==> src/rtl/fetch_pipe.sv <==
`default_nettype none
// ============================================================================
// Module   : fetch_pipe
// Purpose  : Instruction fetch (PC owner) plus IF/ID pipeline register for the
//            16-bit ThinPad CPU, with branch redirect and stall handling.
// Revision : 1.0  initial release
// ============================================================================
module fetch_pipe #(
    parameter logic [15:0] RESET_PC = 16'h0000,
    parameter logic [15:0] NOP      = 16'h0800
) (
    input  logic        clk,
    input  logic        rst,
    input  logic        pcKeep,
    input  logic        ifKeep,
    input  logic        ifClear,
    input  logic        branchTaken,
    input  logic [15:0] branchTarget,
    input  logic        memBusy,
    input  logic [15:0] instrIn,
    output logic [15:0] fetchAddr,
    output logic        fetchEn,
    output logic [15:0] idPc,
    output logic [15:0] idInstr,
    output logic        idValid,
    output logic [15:0] stallCnt,
    output logic [15:0] squashCnt
);

    localparam logic [15:0] c_cntMax = 16'hFFFF;

    logic [15:0] r_pc;
    logic [15:0] r_idPc;
    logic [15:0] r_idInstr;
    logic        r_idValid;
    logic        r_redirPend;
    logic [15:0] r_redirAddr;
    logic [15:0] r_stallCnt;
    logic [15:0] r_squashCnt;

    logic        w_redir;
    logic [15:0] w_target;
    logic [15:0] w_pcInc;
    logic        w_bubble;
    logic        w_stall;

    // A fresh branch from ID always overrides a redirect deferred by pcKeep.
    assign w_redir  = branchTaken || r_redirPend;
    assign w_target = branchTaken ? branchTarget : r_redirAddr;
    assign w_pcInc  = r_pc + 16'd1;
    assign w_bubble = !ifKeep && (ifClear || w_redir || memBusy || pcKeep);
    assign w_stall  = pcKeep || (memBusy && !w_redir);

    always_ff @(posedge clk) begin
        if (rst) begin
            r_pc        <= RESET_PC;
            r_redirPend <= 1'b0;
            r_redirAddr <= 16'h0000;
        end else if (pcKeep) begin
            if (branchTaken) begin
                r_redirPend <= 1'b1;
                r_redirAddr <= branchTarget;
            end
        end else if (w_redir) begin
            r_pc        <= w_target;
            r_redirPend <= 1'b0;
        end else if (!memBusy) begin
            r_pc <= w_pcInc;
        end
    end

    always_ff @(posedge clk) begin
        if (rst) begin
            r_idInstr <= NOP;
            r_idPc    <= 16'h0000;
            r_idValid <= 1'b0;
        end else if (ifKeep) begin
            r_idInstr <= r_idInstr;
        end else if (w_bubble) begin
            r_idInstr <= NOP;
            r_idValid <= 1'b0;
        end else begin
            r_idInstr <= instrIn;
            r_idPc    <= w_pcInc;
            r_idValid <= 1'b1;
        end
    end

    always_ff @(posedge clk) begin
        if (rst) begin
            r_stallCnt  <= 16'h0000;
            r_squashCnt <= 16'h0000;
        end else begin
            if (w_stall && (r_stallCnt != c_cntMax)) begin
                r_stallCnt <= r_stallCnt + 16'd1;
            end
            if (w_bubble && (r_squashCnt != c_cntMax)) begin
                r_squashCnt <= r_squashCnt + 16'd1;
            end
        end
    end

    assign fetchAddr = r_pc;
    assign fetchEn   = !memBusy && !rst;
    assign idPc      = r_idPc;
    assign idInstr   = r_idInstr;
    assign idValid   = r_idValid;
    assign stallCnt  = r_stallCnt;
    assign squashCnt = r_squashCnt;

endmodule
`default_nettype wire

==> config.mk <==
export PLATFORM = sky130hd
export DESIGN_NAME = fetch_pipe
export DESIGN_NICKNAME = d
export VERILOG_FILES = /design/src/rtl/fetch_pipe.sv
export SDC_FILE = /design/constraint.sdc
export NUM_CORES = 1
export LEC_CHECK = 0
export ABC_AREA = 1
export ABC_CLOCK_PERIOD_IN_PS = 1640
export BUFFER_PORTS_ARGS = -buffer_cell sky130_fd_sc_hd__buf_2
export CELL_PAD_IN_SITES_DETAIL_PLACEMENT = 0
export CELL_PAD_IN_SITES_GLOBAL_PLACEMENT = 2
export CORE_MARGIN = 3
export CORE_UTILIZATION = 26
export CTS_CLUSTER_SIZE = 20
export DETAILED_ROUTE_END_ITERATION = 12
export PLACE_DENSITY = 0.79
export SLEW_MARGIN = 20
export SYNTH_ARGS = -nofsm -noshare
export SYNTH_HDL_FRONTEND = slang
export SYNTH_SLANG_ARGS = --single-unit
==> constraint.sdc <==
create_clock -name clk -period 1.64 [get_ports clk]
set_clock_uncertainty 0.2 [all_clocks]
set_input_delay 0.164 -clock clk [delete_from_list [all_inputs] [get_ports clk]]
set_output_delay 0.164 -clock clk [all_outputs]
set_load 0.01 [all_outputs]
==> out/qor.csv, run 1 <==
metric;value;unit
number of warnings reported in the yosys synthesis log;0;
Post-Route M1 WL;7350;µm
internal power;4.06;mW
proportion of synthesized chip area in sequential cells;39.7;%
final instance count without filler cells;1182;
shortest period the worst path allows;1.59;ns
pin count of the biggest net entering global routing;40;
Final Total Pwr;5.50;mW
fraction of registers with async set/reset;0;%
max-slew violations;0;
clk_lat worst skew;0.35;ns
total core area;0.0183;mm²
Via density;4.43;
H-tree levels;3;
vias post-DR;5237;
worst setup path category;flip-flop to flip-flop;
RSZ-0062 raised after global routing;yes;
routed wirelength normalized by instance count;13.2;µm
leakage power of the design;3.25;nW
CTS Buffer Depth;2;
clock root buffer master;sky130_fd_sc_hd__clkbuf_16;
via count of the first global-routing pass;5117;
Setup crit start kind;flip-flop;
most instantiated cells after synthesis;sky130_fd_sc_hd__nand2_1, sky130_fd_sc_hd__nor2_1, sky130_fd_sc_hd__dfxtp_1;
largest area contributor in the synthesized netlist;sky130_fd_sc_hd__dfxtp_1;
Starting Density;27.0;%
diode insertion count for antenna repair;0;
weighted congestion at the end of routability-driven global placement;0.803;
critical-path maximum fanout;21;
critical path data required time;1.72;ns
Inserted Clock Buffers;9;
detailed-router iteration count before antenna repair;6;
run status;completed;
number of hold-slack violations in the final timing report;0;
top cell type's share of synthesized area;39.7;%
netlist area before placement;0.00495;mm²
DRC violation count after routing;0;
Port-buffer cells;120;
tightest slew margin relative to the limit;73.9;%
Post-synth EDFFs;0;
Clock Sink Count;98;
Power per Cell Area;778;mW/mm²
row count;49;
Worst Path Arrival;1.67;ns
full die area;0.0207;mm²
uppermost layer routed;met4;
synth top area cells;sky130_fd_sc_hd__dfxtp_1, sky130_fd_sc_hd__nand2_1, sky130_fd_sc_hd__nor2_1, sky130_fd_sc_hd__a21oi_1, sky130_fd_sc_hd__o21ai_0;
number of violations of the max-capacitance limit;0;
final wirelength;15600;µm
antenna violations before repair;0;
f_max;630;MHz
Final HPWL DP;11700;µm
clock slew seen by the registers of the worst setup and hold paths;0.07;ns
per-instance average area after synthesis;6.65;µm²
sequential share of power;46.1;%
Clk pwr share;40.4;%
Mapped Cells;744;
most instantiated library cell after synthesis;sky130_fd_sc_hd__nand2_1;
library cells used by synthesis;31;
final worst-path cycle share;96.8;%
remaining global-route overflow;0;
flip-flop cell with the highest count after synthesis;sky130_fd_sc_hd__dfxtp_1;
die extent in y;144;µm
number of register bits inferred by synthesis;98;
maximum resistive drop on vdd;465;µV
GRT Overall Usage;15.4;%
clock tree from TritonCTS;built;
Routed Antenna Nets;0;
count of pins on the block boundary;121;
Final nets;990;
aggregate negative setup slack;0;ns
Area Overhead vs Synth;42.9;%
syn_nets;786;
category of the worst setup path capture point;flip-flop;
share of total power consumed by net switching;26.2;%
number of violations reported at the end of detailed-routing iteration 0;181;
switching power of the nets;1.44;mW
placed cell count;1144;
amount of wire on met2 after detailed routing;7600;µm
die outline width;144;µm
met3 wire len;539;µm
final setup violating endpoints;0;
slew of the pin with the lowest slew margin;0.392;ns
kind of path behind the tightest hold check;input port to flip-flop;
layout cells sized above 1;32.4;%
power share of the combinational group;13.5;%
global-route wire length before repair;25400;µm
-- path summary, 6_finish.rpt --
check | slack [ns] | depth (start not counted) | endpoint | from
max | 0.05 | 7 | idInstr[7] | r_redirPend
min | 0.03 | 5 | r_redirAddr[4] | branchTarget[4]
max reg2reg | 0.05 | 7 | idInstr[7] | r_redirPend
min reg2reg | 0.26 | 2 | idInstr[13] | idInstr[13]
-- power by group through the flow --
| stage | sequential (mW) | clock [mW] | combinational [mW] |
|---|---|---|---|
| floorplan | 2.61 | 0 | 0.346 |
| global placement | 2.59 | 0 | 0.684 |
| detailed placement | 2.59 | 0 | 0.682 |
| CTS | 2.53 | 2.31 | 0.727 |
| global route | 2.55 | 2.39 | 0.843 |
| finish | 2.53 | 2.22 | 0.745 |
-- per-stage QoR --
stage	instance area (µm²)	hold WS (ns)	util (%)	setup WS, ns
finish	7070	0.0268	38.6	0.0519
global route	7070	0.0251	38.6	-0.0580
CTS	6890	0.00915	37.6	0.00109
detailed placement	6350	0.192	34.7	-0.0515
global placement	6350	0.182	34.7	-0.0646
floorplan	4980	0.0914	-	0.0134
-- critical path, stage by stage, from the launching register on --
cell	delay [ns]
sky130_fd_sc_hd__dfxtp_1	0.31
sky130_fd_sc_hd__nor2_2	0.10
sky130_fd_sc_hd__nand4_1	0.21
sky130_fd_sc_hd__nor2_2	0.19
sky130_fd_sc_hd__buf_6	0.15
sky130_fd_sc_hd__buf_12	0.16
sky130_fd_sc_hd__nand2_1	0.07
sky130_fd_sc_hd__a21oi_2	0.12
-- what timing repair did --
action                                 in CTS  in global routing
cloned                                      0                  0
setup endpoints to repair                  38                 74
endpoints found under the hold margin      18                  0
pin swaps                                   5                 16
hold buffers                               18                  0
gates resized for setup                    15                 59
buffers inserted                            1                  3
-- state kept, by name (all words and copies together), names as in the netlist --
register	cells
fetchAddr	16
idInstr	16
idPc	16
r_redirAddr	16
squashCnt	16
stallCnt	16
idValid	1
r_redirPend	1
-- layout by cell type (no fill, tap or decap), drive strengths merged --
cell type	n
buf	208
nand3	24
o21ai	61
a21boi	1
xor2	10
a21oi	66
dfxtp	98
ha	3
o211ai	13
clkinv	2
or2	12
inv	71
bufinv	1
xnor2	9
o21bai	2
nand2	217
nor2	109
clkinvlp	2
o22ai	1
clkbuf	12
nor3	1
nand4	10
a31oi	2
dlygate4sd3	18
-- final cells by class --
type | count | area (µm²)
clock buffers | 12 | 256
inverters | 72 | 280
fillers | 2013 | 11300
multi-input cells | 541 | 2700
clock inverters | 4 | 50.0
flip-flops and latches | 98 | 1990
well taps | 229 | 287
repair buffers | 226 | 1500
-- layer usage --
metal  up-vias  track usage, %
met5         -               0
met4         0            3.22
met3        12            3.16
met2        76            26.5
met1      2372            19.9
li1       2777               -
-- cells by family (layout without fill, tap and decap cells) --
logic type,count (synthesis),after routing,synth area share [%]
flops,98,98,39.7
buf+inv,105,314,9.33
compound gates,146,146,16.0
fa+ha+maj,3,3,0.759
simple gates,373,373,30.9
xor+xnor,19,19,3.36
Note: power is estimated with default switching activity, not from simulation.
==> run 2, diff against run 1 <==
REMOVE_ABC_BUFFERS = 1   (was unset)
==> run 2 against run 1 <==
Effect of this change: worst hold slack worse by 0.013 ns; first-iteration DRC count rose by 6.6%; via count rose by 0.13%; global-route usage is 0.073 points lower; combinational power up 6.7%; core utilization is 0.96 points higher; largest cell class unchanged; largest power group unchanged; highest routed layer unchanged.
==> out/qor.csv, run 2 (synthesized netlist as in run 1, its figures left out) <==
metric;value;unit;change
weighted congestion at the end of routability-driven global placement;0.782;;-2.6%
layout cells sized above 1;34.1;%;+1.7 points
global-route met1 utilization;20.8;%;+0.90 points
Routed Antenna Nets;0;;unchanged
f_max;625;MHz;-0.78%
die outline width;144;µm;unchanged
final instance count without filler cells;1188;;+0.51%
pin count of the biggest net entering global routing;42;;+5.0%
category of the worst setup path capture point;flip-flop;;
shortest period the worst path allows;1.60;ns;+0.0125 ns
final wirelength;15800;µm;+1.3%
register-to-register setup slack;0.04;ns;about the same
critical path data required time;1.72;ns;about the same
final worst-path cycle share;97.6;%;+0.76 points
CTS Buffer Depth;2;;unchanged
DRC violation count after routing;0;;unchanged
commonest non-fill, non-tap cell in the layout;sky130_fd_sc_hd__nand2_1;;
clock root buffer master;sky130_fd_sc_hd__clkbuf_16;;
Power per Cell Area;780;mW/mm²;+0.26%
detailed-router iteration count before antenna repair;4;;-2
Clock Sink Count;98;;unchanged
count of pins on the block boundary;121;;unchanged
Starting Density;27.0;%;unchanged
diode insertion count for antenna repair;0;;unchanged
remaining global-route overflow;0;;unchanged
tightest slew margin relative to the limit;74.8;%;+0.93 points
clock slew seen by the registers of the worst setup and hold paths;0.07;ns;about the same
Setup crit start kind;flip-flop;;
clock tree from TritonCTS;built;;
worst setup path category;flip-flop to flip-flop;;
cell depth of the worst flop-to-flop path;9;;+2
Area Overhead vs Synth;46.5;%;
GR met2 Demand/Resource;24.3;%;-2.2 points
critical-path maximum fanout;5;;-76%
full die area;0.0207;mm²;unchanged
run status;completed;;
vias post-DR;5244;;+0.13%
routed wirelength normalized by instance count;13.3;µm;+0.76%
Inserted Clock Buffers;9;;unchanged
capture point of the worst reg-to-reg path;stallCnt[2];;
largest incremental delay on the critical path;0.35;ns;+0.04 ns
Most Crowded Layer GR;met2;;
max-slew violations;0;;unchanged
Cell Chain, Critical Path;ha_4 -> inv_2 -> nor2_4 -> nand2_4 -> o21ai_4 -> buf_12 -> buf_8 -> nand2_2 -> a21oi_2;;
Final Total Pwr;5.65;mW;+2.8%
placed cell count;1145;;+0.087%
Port-buffer cells;120;;unchanged
row count;49;;unchanged
number of hold-slack violations in the final timing report;0;;unchanged
met3 track demand over resource in global routing;3.83;%;+0.67 points
Final Worst Setup Slack;0.0394;ns;-0.0125 ns
Worst Path Arrival;1.68;ns;about the same
clk_lat worst skew;0.35;ns;about the same
Slowest cell on crit path;sky130_fd_sc_hd__dfxtp_2;;
die extent in y;144;µm;unchanged
final design utilization;39.5;%;+0.96 points
Place WS;-0.0383;ns;+0.0133 ns
number of violations reported at the end of detailed-routing iteration 0;193;;+6.6%
Final nets;996;;+0.61%
maximum resistive drop on vdd;461;µV;-0.74%
via count of the first global-routing pass;4960;;-3.1%
minimum hold slack;0.0134;ns;-0.0133 ns
GRT Overall Usage;15.3;%;-0.073 points
leakage power of the design;3.40;nW;+4.4%
most used cells in the layout excluding fill and tap cells;sky130_fd_sc_hd__nand2_1, sky130_fd_sc_hd__buf_2, sky130_fd_sc_hd__nor2_1;;
number of violations of the max-capacitance limit;0;;unchanged
Via density;4.41;;-0.37%
kind of path behind the tightest hold check;input port to flip-flop;;
total core area;0.0183;mm²;unchanged
final setup violating endpoints;0;;unchanged
H-tree levels;3;;unchanged
RSZ-0062 raised after global routing;yes;;
end point of the critical path;stallCnt[2];;
slew of the pin with the lowest slew margin;0.374;ns;-0.0179 ns
global-route wire length before repair;25300;µm;-0.59%
number of inserted filler cells in the final layout;1989;;-1.2%
Final HPWL DP;11600;µm;-0.89%
antenna violations before repair;0;;unchanged
launch point of the worst path;stallCnt[1];;
reg2reg start;stallCnt[1];;
run 2: what timing repair did:
action                                  CTS  global route
endpoints found under the hold margin    18             0
setup buffers                             1             6
pin swaps                                 2            24
hold buffers                             18             0
gates cloned                              0             2
gates resized for setup                   5           106
endpoints found under the setup margin   29            70
run 2: cell type report:
class	instances	area (µm²)	area share, %
clock buffers	11	243	3.35
clock inverters	5	77.6	1.07
inverters	72	289	3.99
multi-input cells	541	2770	38.2
flip-flops and latches	98	1990	27.4
well taps	229	287	3.95
repair buffers	231	1590	21.9
repair inverters	1	6.26	0.0863
run 2: worst min path at each step:
stage / start / to / depth (start not counted)
2_1_floorplan: rst / fetchAddr[2] / 1
3_3_place_gp: instrIn[11] / idInstr[11] / 3
3_5_place_dp: instrIn[11] / idInstr[11] / 3
4_1_cts: branchTarget[3] / r_redirAddr[3] / 5
5_1_grt: branchTarget[0] / r_redirAddr[0] / 5
6_report: branchTarget[3] / r_redirAddr[3] / 5
run 2: power by group:
part           internal, mW  switching (mW)
logic                 0.357           0.438
clock network          1.38           0.952
registers              2.47          0.0660
total                  4.20            1.46
run 2: per-stage QoR:
step	setup TNS (ns)	area (µm²)
3_5_place_dp	-0.134	6330
6_report	0	7250
2_1_floorplan	-87.82	4760
5_1_grt	-0.186	7250
4_1_cts	0	6850
3_3_place_gp	-0.0886	6330
run 2: metal layers:
metal | vias up | part of all wire [%]
li1 | 2777 | -
met1 | 2351 | 49
met2 | 101 | 45
met3 | 15 | 4.8
met4 | 0 | 1.2
met5 | - | 0
run 2: worst max-delay path: cells and delay by family (launching register included):
kind                     cells  cell delay, ns
AO/OA/AOI/OAI                2            0.29
adder cells (fa/ha/maj)      1            0.14
buffers and inverters        3            0.31
flip-flops                   1            0.35
AND/OR/NAND/NOR              3            0.24
